File: src/rtl/lsu_mem_stage.sv
// RV32I memory stage: drives the data-memory req/gnt/rvalid port for loads and stores,
// aligns store lanes, extends load data and passes ALU results straight to writeback.
module lsu_mem_stage #(
  parameter int XLEN = 32
) (
  input  logic            clk,
  input  logic            rst_n,
  input  logic            ex_valid,
  output logic            ex_ready,
  input  logic            ex_is_load,
  input  logic            ex_is_store,
  input  logic [2:0]      ex_funct3,
  input  logic [XLEN-1:0] ex_addr,
  input  logic [XLEN-1:0] ex_wdata,
  input  logic [4:0]      ex_rd,
  output logic            dmem_req,
  output logic            dmem_we,
  output logic [XLEN-1:0] dmem_addr,
  output logic [3:0]      dmem_be,
  output logic [XLEN-1:0] dmem_wdata,
  input  logic            dmem_gnt,
  input  logic            dmem_rvalid,
  input  logic [XLEN-1:0] dmem_rdata,
  output logic            wb_valid,
  output logic [4:0]      wb_rd,
  output logic [XLEN-1:0] wb_data,
  output logic            mem_err,
  output logic [XLEN-1:0] err_addr
);

  // state | meaning
  // IDLE  | ready for a new op; ALU ops and faults complete from here
  // REQ   | request on the port, waiting for dmem_gnt
  // WAIT  | load granted, waiting for dmem_rvalid
  typedef enum logic [1:0] {IDLE, REQ, WAIT} state_t;

  state_t state, state_nxt;

  logic            accept;
  logic            is_mem;
  logic            size_ok;
  logic            misalign;
  logic            alu_go;
  logic            bad_go;
  logic            mem_go;
  logic [3:0]      st_be;
  logic [XLEN-1:0] st_wdata;
  logic [2:0]      f3_q;
  logic [1:0]      ofs_q;
  logic [4:0]      rd_q;
  logic [XLEN-1:0] lane;
  logic [XLEN-1:0] ld_data;

  assign ex_ready = (state == IDLE);
  assign accept   = ex_valid & ex_ready;
  assign is_mem   = ex_is_load | ex_is_store;

  always_comb begin
    size_ok = 1'b0;
    if (ex_is_load && ex_is_store)
      size_ok = 1'b0;
    else if (ex_is_load)
      size_ok = ex_funct3 inside {3'b000, 3'b001, 3'b010, 3'b100, 3'b101};
    else if (ex_is_store)
      size_ok = ex_funct3 inside {3'b000, 3'b001, 3'b010};
  end

  assign misalign = ((ex_funct3[1:0] == 2'b01) && ex_addr[0]) ||
                    ((ex_funct3[1:0] == 2'b10) && (ex_addr[1:0] != 2'b00));

  assign alu_go = accept & ~is_mem;
  assign bad_go = accept & is_mem & (~size_ok | misalign);
  assign mem_go = accept & is_mem & size_ok & ~misalign;

  always_comb begin
    st_be    = 4'b1111;
    st_wdata = ex_wdata;
    case (ex_funct3[1:0])
      2'b00: begin
        st_be    = 4'b0001 << ex_addr[1:0];
        st_wdata = {4{ex_wdata[7:0]}};
      end
      2'b01: begin
        st_be    = 4'b0011 << ex_addr[1:0];
        st_wdata = {2{ex_wdata[15:0]}};
      end
      default: begin
        st_be    = 4'b1111;
        st_wdata = ex_wdata;
      end
    endcase
  end

  assign lane = dmem_rdata >> {ofs_q, 3'b000};

  always_comb begin
    ld_data = lane;
    case (f3_q)
      3'b000:  ld_data = {{24{lane[7]}}, lane[7:0]};
      3'b001:  ld_data = {{16{lane[15]}}, lane[15:0]};
      3'b100:  ld_data = {24'h0, lane[7:0]};
      3'b101:  ld_data = {16'h0, lane[15:0]};
      default: ld_data = lane;
    endcase
  end

  always_ff @(posedge clk or negedge rst_n) begin
    if (!rst_n) state <= IDLE;
    else        state <= state_nxt;
  end

  always_comb begin
    state_nxt = state;
    case (state)
      IDLE: if (mem_go) state_nxt = REQ;
      // dmem_we still holds the latched op kind while in REQ
      REQ:  if (dmem_gnt) state_nxt = dmem_we ? IDLE : WAIT;
      WAIT: if (dmem_rvalid) state_nxt = IDLE;
      default: state_nxt = IDLE;
    endcase
  end

  always_ff @(posedge clk or negedge rst_n) begin
    if (!rst_n) begin
      dmem_req   <= 1'b0;
      dmem_we    <= 1'b0;
      dmem_addr  <= '0;
      dmem_be    <= '0;
      dmem_wdata <= '0;
      wb_valid   <= 1'b0;
      wb_rd      <= '0;
      wb_data    <= '0;
      mem_err    <= 1'b0;
      err_addr   <= '0;
      f3_q       <= '0;
      ofs_q      <= '0;
      rd_q       <= '0;
    end else begin
      wb_valid <= 1'b0;
      mem_err  <= 1'b0;
      case (state)
        IDLE: begin
          if (alu_go && (ex_rd != 5'd0)) begin
            wb_valid <= 1'b1;
            wb_rd    <= ex_rd;
            wb_data  <= ex_addr;
          end
          if (bad_go) begin
            mem_err  <= 1'b1;
            err_addr <= ex_addr;
          end
          if (mem_go) begin
            dmem_req   <= 1'b1;
            dmem_we    <= ex_is_store;
            dmem_addr  <= {ex_addr[XLEN-1:2], 2'b00};
            dmem_be    <= ex_is_store ? st_be : 4'b1111;
            dmem_wdata <= st_wdata;
            f3_q       <= ex_funct3;
            ofs_q      <= ex_addr[1:0];
            rd_q       <= ex_rd;
          end
        end
        REQ: begin
          if (dmem_gnt) dmem_req <= 1'b0;
        end
        WAIT: begin
          if (dmem_rvalid && (rd_q != 5'd0)) begin
            wb_valid <= 1'b1;
            wb_rd    <= rd_q;
            wb_data  <= ld_data;
          end
        end
        default: ;
      endcase
    end
  end

endmodule
File: config.mk
export PLATFORM = sky130hd
export DESIGN_NAME = lsu_mem_stage
export DESIGN_NICKNAME = d
export VERILOG_FILES = /design/src/rtl/lsu_mem_stage.sv
export SDC_FILE = /design/constraint.sdc
export NUM_CORES = 1
export LEC_CHECK = 0
export CAP_MARGIN = 25
export CORE_UTILIZATION = 45
export DETAILED_ROUTE_END_ITERATION = 6
export GPL_TIMING_DRIVEN = 1
export PLACE_DENSITY = 0.86
export SLEW_MARGIN = 10
export SYNTH_ARGS = -nofsm -noshare
export SYNTH_HDL_FRONTEND = slang
export SYNTH_SLANG_ARGS = --single-unit
File: constraint.sdc
create_clock -name clk -period 2.5 [get_ports clk]
set_clock_uncertainty 0.15 [all_clocks]
set_input_delay 0.25 -clock clk [delete_from_list [all_inputs] [get_ports clk]]
set_output_delay 0.25 -clock clk [all_outputs]
set_load 0.02 [all_outputs]
# After elaboration in Yosys (flattened, before gate mapping)
# Index checks and enable logic that the tools add are counted.
[op_classes]
eq_ne = 16
shifts = 3
mux = 26
n_bitwise = 11
n_reduce_logical = 22
[ops]
columns = ["op", "n"]
rows = [
  ["$pmux 32 s2", 2],
  ["$pmux 32 s4", 1],
  ["$mux 32", 2],
  ["$shr 32x5->32", 1],
  ["$reduce_bool 5->1", 3],
  ["$eq 3x3->1 const B", 4],
  ["$mux 5", 2],
  ["$pmux 5 s2", 1],
  ["$mux 1", 9],
  ["$reduce_and 3->1", 3],
  ["$mux 2", 4],
  ["$pmux 4 s2", 1],
  ["$and 1x1->1", 6],
  ["$eq 3x1->1 const B", 2],
  ["$logic_not 3->1", 2],
  ["$ne 2x2->1 const B", 3],
  ["$pmux 2 s3", 1],
  ["$reduce_bool 2->1", 3],
  ["$logic_and 1x1->1", 5],
  ["$eq 2x1->1 const B", 2],
  ["$eq 2x2->1 const B", 2],
  ["$logic_not 2->1", 2],
  ["$mux 4", 1],
  ["$ne 2x1->1 const B", 2],
  ["9 further kinds", 14],
]
[totals]
ff_bits = 151
inputBits = 111
output_inout_bits = 142
word_cells = 92

# Depth between registers and ports, before layout
# Gate-level depths: netlist of the first run.
[depth]
word_depth = 10
ltp_mapped = 8
ltp_nobuf = 5

# Worst setup path after synthesis of the first run
# OpenSTA, ideal clock, no wires.
[synth_timing]
path_type = "in2reg"
from = "in ex_is_store"
to = "reg dmem_addr[10]"
setup_ps = 125
arrival_time_ps = 2015
t_required_ps = 2225
slack_ps = 210
stages = 7
n_path_buf = 3
path_cell_list = "buf_2 > or4b_1 > a32o_2 > or2_4 > buf_6 > buf_6 > mux2_4"
[synth_between]
elab_chain_cells = 6
elab_cells_between_ends = 9
classes_between = "mux: 3; bitwise: 4; reduce/logical: 2"
[synth_lines]
columns = ["item", "line", "rtl"]
rows = [
  ["from (decl)", "11", "input logic ex_is_store,"],
  ["$mux 1", "64", "else if (ex_is_store)"],
  ["$mux 1", "62", "else if (ex_is_load)"],
  ["$mux 1", "60", "if (ex_is_load && ex_is_store)"],
  ["$and 1x1->1 (*) (2 in a row)", "73", "assign mem_go = accept & is_mem & size_ok & ~misalign;"],
  ["$reduce_and 2->1 (no source line) (*)", "n/a", ""],
  ["to (signal assigned)", "155", "dmem_addr <= {ex_addr[XLEN-1:2], 2'b00};"],
  ["to (decl)", "18", "output logic [XLEN-1:0] dmem_addr,"],
]
# Every way passes the cells marked *; elsewhere a longest branch is shown, timed or not.
# A chain may end at the register's enable or synchronous reset.

# Final worst setup path of the first run
[layout_timing]
from = "in ex_addr[0]"
to = "reg dmem_wdata[24]"
[layout_between]
elab_chain_cells = 6
elab_cells_between_ends = 7
classes_between = "bitwise: 2; reduce/logical: 5"
[layout_lines]
columns = ["item", "line", "rtl"]
rows = [
  ["from (decl)", "13", "input logic [XLEN-1:0] ex_addr,"],
  ["$reduce_bool 2->1", "69", "((ex_funct3[1:0] == 2'b10) && (ex_addr[1:0] != 2'b00));"],
  ["$logic_and 1x1->1", "69", ""],
  ["$logic_or 1x1->1 (*)", "68", "assign misalign = ((ex_funct3[1:0] == 2'b01) && ex_addr[0]) ||"],
  ["$not 1->1 (*)", "73", ""],
  ["$and 1x1->1 (*)", "73", ""],
  ["$reduce_and 2->1 (no source line) (*)", "n/a", ""],
  ["to (signal assigned)", "157", "dmem_wdata <= st_wdata;"],
  ["to (decl)", "20", "output logic [XLEN-1:0] dmem_wdata,"],
]
# Marks and branches as above.

==> summary.txt, run 1 <==
Power
  • Total leakage power: 4.52 nW
  • Switch share: 0.342
  • Switching Power: 3.81 mW
  • Int Pwr: 7.34 mW
  • Clock share of power: 0.231
  • Total power: 11.2 mW
  • Proportion of power drawn by combinational gates: 0.427
  • Part of the power in registers: 0.342
  • Worst-case vdd ir drop: 505 uV
  • Total power per unit cell area: 1050 nW/um^2

Worst setup path
  • Reg-to-reg critical path endpoint: wb_data[20]
  • Critical-path top delay cell: sky130_fd_sc_hd__or4b_1
  • Category of the most critical setup path: input port to flip-flop
  • Worst r2r src: ofs_q[1]
  • Type of element launching the critical path: input port
  • R2R depth: 6
  • CP cell instances: clkdlybuf4s50_1 > and2_1 > or4b_1 > a32o_2 > or2_4 > buf_12 > buf_4 > o211ai_1
  • Data arrival time at the worst-slack endpoint: 2.51 ns
  • Top fanout value on the critical path: 21
  • FF-to-FF setup slack: 0.28 ns
  • Critical Path End Type: flip-flop
  • Required time at the endpoint of the critical path: 2.67 ns
  • Biggest cell delay along the critical path: 0.50 ns

Detailed routing
  • Count of unresolved DRC violations after routing: 0
  • Routed vias/inst: 5.41
  • Avg WL per Cell: 18.9 um
  • Drt pass-1 iters: 4
  • Via count: 5927
  • 1st-iter DRT viols: 447
  • Antenna-violating nets left: 0
  • Total Wirelength: 20700 um

Floorplan
  • Initial Util: 0.462
  • Number of ports placed on the die boundary: 253
  • Number of placement rows: 45
  • Area of the core region: 15300 sq um
  • Chip Height: 127 um
  • Chip Width: 127 um
  • Die Area: 16200 sq um

Finish
  • Area added between synthesis and finish: 50.5%
  • Util after Layout: 0.695
  • Combined area of the multi-input logic cells: 3000 sq um
  • Number of fillers in the final layout: 1093
  • Antenna Diode Count: 0
  • Area of all placed cells without fillers: 10600 sq um
  • Nets@finish: 984
  • Fraction of layout cells with a size suffix above 1: 0.195
  • Area taken by flip-flops and latches: 3780 sq um

Synthesis
  • Top area cells in the synthesized netlist: sky130_fd_sc_hd__dfrtp_1 (54%), sky130_fd_sc_hd__mux2_2 (12%), sky130_fd_sc_hd__mux2_4 (5.1%)
  • Sequential cell area fraction in the yosys report: 0.536
  • Area share of the leading cell type in the synthesized netlist: 0.536
  • Count of flip-flops with a built-in enable after synthesis: 0
  • Syn Inst Count: 606
  • Main flop type after synthesis: sky130_fd_sc_hd__dfrtp_1
  • Multiplexer share of the synthesized area: 0.214
  • Xor/xnor cell area share of the yosys netlist: 0.00124
  • Count of synthesis-stage warnings from yosys: 0
  • Combinational family with the most area after synthesis: multiplexers
  • Share of synthesized flip-flops with an asynchronous set or reset: 1.00
  • Mean cell area of the mapped netlist: 11.6 sq um
  • Count of different cell masters after synthesis: 42
  • Area share of fa/ha/maj cells after synthesis: 0
  • Cell taking the most area after synthesis: sky130_fd_sc_hd__dfrtp_1
  • Compound-cell area share of the yosys netlist: 0.142
  • Area of the mapped netlist: 7050 sq um
  • Simple logic cell fraction of the synthesized area: 0.0659
  • Number of synthesized register bits: 151

Clock tree
  • Largest buffer count on any clock path: 2
  • Root Buffer Master: sky130_fd_sc_hd__clkbuf_16
  • Number of buffers inserted for hold repair after clock tree synthesis: 1
  • # resized after CTS: 0
  • Clock buffer count from CTS: 17
  • Htree depth: 4
  • Worst skew pair latency: 0.42 ns
  • Clock sink total: 151
  • Clock Pin Slew Worst Setup and Hold Paths: 0.06 ns
  • TritonCTS clock tree: done
  • Number of buffers added for setup after CTS: 0

Worst hold path
  • Hold/Removal Path Class: input port to async pin

GRT
  • Wire length of the first global-routing pass: 32500 um
  • Gr usage total: 0.265
  • Overall overflow remaining after global route: 0
  • Pin count of the biggest net entering global routing: 65
  • Vias in the first global route: 5821
  • Number of antenna violations at the first check in global routing: 0

Placed design
  • Final weighted congestion in routability-driven placement: 0.871
  • Placed wire-length estimate: 15300 um
  • Area post-placement: 10000 sq um
  • Port-buffer cells: 250

Timing
  • Pin slew with the least headroom to its limit: 0.890 ns
  • Time the final worst path needs with I/O delays and setup: 2.34 ns
  • Max-slew headroom at the worst pin: 0.404
  • Setup tns final: 0 ns
  • Period utilization: 0.936
  • Number of setup violations in the final report: 0
  • RSZ-0062 raised after global routing: false
  • Fmax: 0.428 GHz
  • Final number of max-transition violations: 0
  • Hold violation count in the final report: 0

Run status
  • Result of the run: completed

Flow run
  • Max-cap viol count: 0
[metrics by stage]
stage	worst slack (ns)	cells	hold slack (ns)
after global placement	-0.176	1064	0.129
final	0.161	1095	0.235
after detailed placement	-0.235	1064	0.133
after global routing	0.103	1095	0.275
after CTS	0.199	1095	0.257
after floorplan	0.210	607	-0.196
[synth_stat cells (2+ instances only)]
library cell	count
sky130_fd_sc_hd__buf_6	4
sky130_fd_sc_hd__o22a_1	2
sky130_fd_sc_hd__nor2b_1	5
sky130_fd_sc_hd__o211ai_1	18
sky130_fd_sc_hd__nand2_1	36
sky130_fd_sc_hd__dfrtp_1	151
sky130_fd_sc_hd__a211oi_1	16
sky130_fd_sc_hd__or3_1	2
sky130_fd_sc_hd__o21ai_0	68
sky130_fd_sc_hd__a21oi_1	10
sky130_fd_sc_hd__nor2_1	36
sky130_fd_sc_hd__buf_4	2
sky130_fd_sc_hd__or4b_1	2
sky130_fd_sc_hd__inv_1	18
sky130_fd_sc_hd__buf_2	7
sky130_fd_sc_hd__clkbuf_1	27
sky130_fd_sc_hd__mux2i_1	34
sky130_fd_sc_hd__nand2b_1	5
sky130_fd_sc_hd__mux2_2	72
sky130_fd_sc_hd__a31oi_1	12
sky130_fd_sc_hd__mux2_4	24
sky130_fd_sc_hd__buf_1	5
sky130_fd_sc_hd__nand3_1	9
sky130_fd_sc_hd__o22ai_1	9
sky130_fd_sc_hd__a2bb2oi_1	7
sky130_fd_sc_hd__or4_1	2
sky130_fd_sc_hd__o221ai_1	8
[flip-flops by register name, summed over array words and instances, names as in the netlist, 2 cells and up]
register    flops
dmem_addr      30
dmem_be         4
dmem_wdata     32
err_addr       32
f3_q            3
ofs_q           2
rd_q            5
state           2
wb_data        32
wb_rd           5
[cell type report]
type | count | share of cell area
Multi-Input combinational cell | 393 | 0.283
Clock buffer | 21 | 0.0434
Inverter | 18 | 0.00637
Clock inverter | 9 | 0.0119
Sequential cell | 151 | 0.356
Tap cell | 211 | 0.0249
Timing Repair Buffer | 292 | 0.274
[cell usage in the layout (no fill, tap or decap), types with 2 or more instances in the layout]
master and count:
sky130_fd_sc_hd__a2bb2oi_1 7, sky130_fd_sc_hd__bufinv_16 3, sky130_fd_sc_hd__nor2b_1 4, sky130_fd_sc_hd__nand2b_1 4
sky130_fd_sc_hd__or3_1 2, sky130_fd_sc_hd__buf_12 7, sky130_fd_sc_hd__mux2i_1 34, sky130_fd_sc_hd__dfrtp_1 151
sky130_fd_sc_hd__o221ai_1 8, sky130_fd_sc_hd__clkinv_2 4, sky130_fd_sc_hd__o211ai_1 18, sky130_fd_sc_hd__buf_4 34
sky130_fd_sc_hd__conb_1 2, sky130_fd_sc_hd__inv_1 18, sky130_fd_sc_hd__nand3_1 9, sky130_fd_sc_hd__clkbuf_16 17
sky130_fd_sc_hd__o21ai_0 68, sky130_fd_sc_hd__o22ai_1 9, sky130_fd_sc_hd__nor2_1 36, sky130_fd_sc_hd__a211oi_1 16
sky130_fd_sc_hd__o22a_1 2, sky130_fd_sc_hd__mux2_4 24, sky130_fd_sc_hd__clkbuf_1 2, sky130_fd_sc_hd__clkbuf_8 2
sky130_fd_sc_hd__nand2_1 36, sky130_fd_sc_hd__a21oi_1 10, sky130_fd_sc_hd__or4_1 2, sky130_fd_sc_hd__a31oi_1 12
sky130_fd_sc_hd__mux2_2 72, sky130_fd_sc_hd__clkdlybuf4s50_1 249, sky130_fd_sc_hd__or4b_1 2
[logic make-up (layout without fill, tap and decap cells)]
logic type / Yosys count / in the layout
AO/OA/AOI/OAI: 158 / 158
XOR/XNOR: 1 / 1
buffers and inverters: 63 / 340
flip-flops: 151 / 151
multiplexers: 130 / 130
other: 1 / 2
AND/OR/NAND/NOR: 102 / 102
[power by group through the flow]
stage / clock [mW] / sequential [mW] / combinational [mW]
after floorplan: 0 / 4.73 / 1.46
after detailed placement: 0 / 3.84 / 4.76
after global routing: 2.73 / 3.90 / 5.04
after CTS: 2.61 / 3.81 / 4.78
after global placement: 0 / 3.80 / 4.66
final: 2.58 / 3.81 / 4.76
[worst max path at each step]
stage | start | end | slack [ns] | depth (start not counted)
after floorplan | ex_is_store | dmem_addr[10] | 0.21 | 7
after global placement | ex_addr[0] | dmem_addr[19] | -0.18 | 7
after detailed placement | ex_funct3[0] | dmem_wdata[29] | -0.24 | 8
after CTS | ex_funct3[0] | dmem_wdata[29] | 0.20 | 8
after global routing | ex_funct3[0] | dmem_wdata[24] | 0.10 | 8
final | ex_addr[0] | dmem_wdata[24] | 0.16 | 8
[per-layer routing]
layer  global-route usage  vias to the layer above  wire length [um]
met4               0.0903                        0               344
met2                0.431                      273             10200
met5                    0                        -                 0
met3               0.0637                       27              1530
li1                     -                     2739                 -
met1                0.348                     2888              8680
[worst max-delay path, delay by kind of cell]
kind	cells	cell delay [ns]
simple gates	3	0.96
buf+inv	3	0.76
compound gates	2	0.54
Power figures use the tool's default switching activity.
==> run 2: changes to the inputs <==
--- a/config.mk
+++ b/config.mk
@@ -5,7 +5,6 @@
 export SDC_FILE = /design/constraint.sdc
 export NUM_CORES = 1
 export LEC_CHECK = 0
-export CAP_MARGIN = 25
 export CORE_UTILIZATION = 45
 export DETAILED_ROUTE_END_ITERATION = 6
 export GPL_TIMING_DRIVEN = 1
==> results of run 2 <==
Final layout, timing and power as in run 1 (identical DEF).
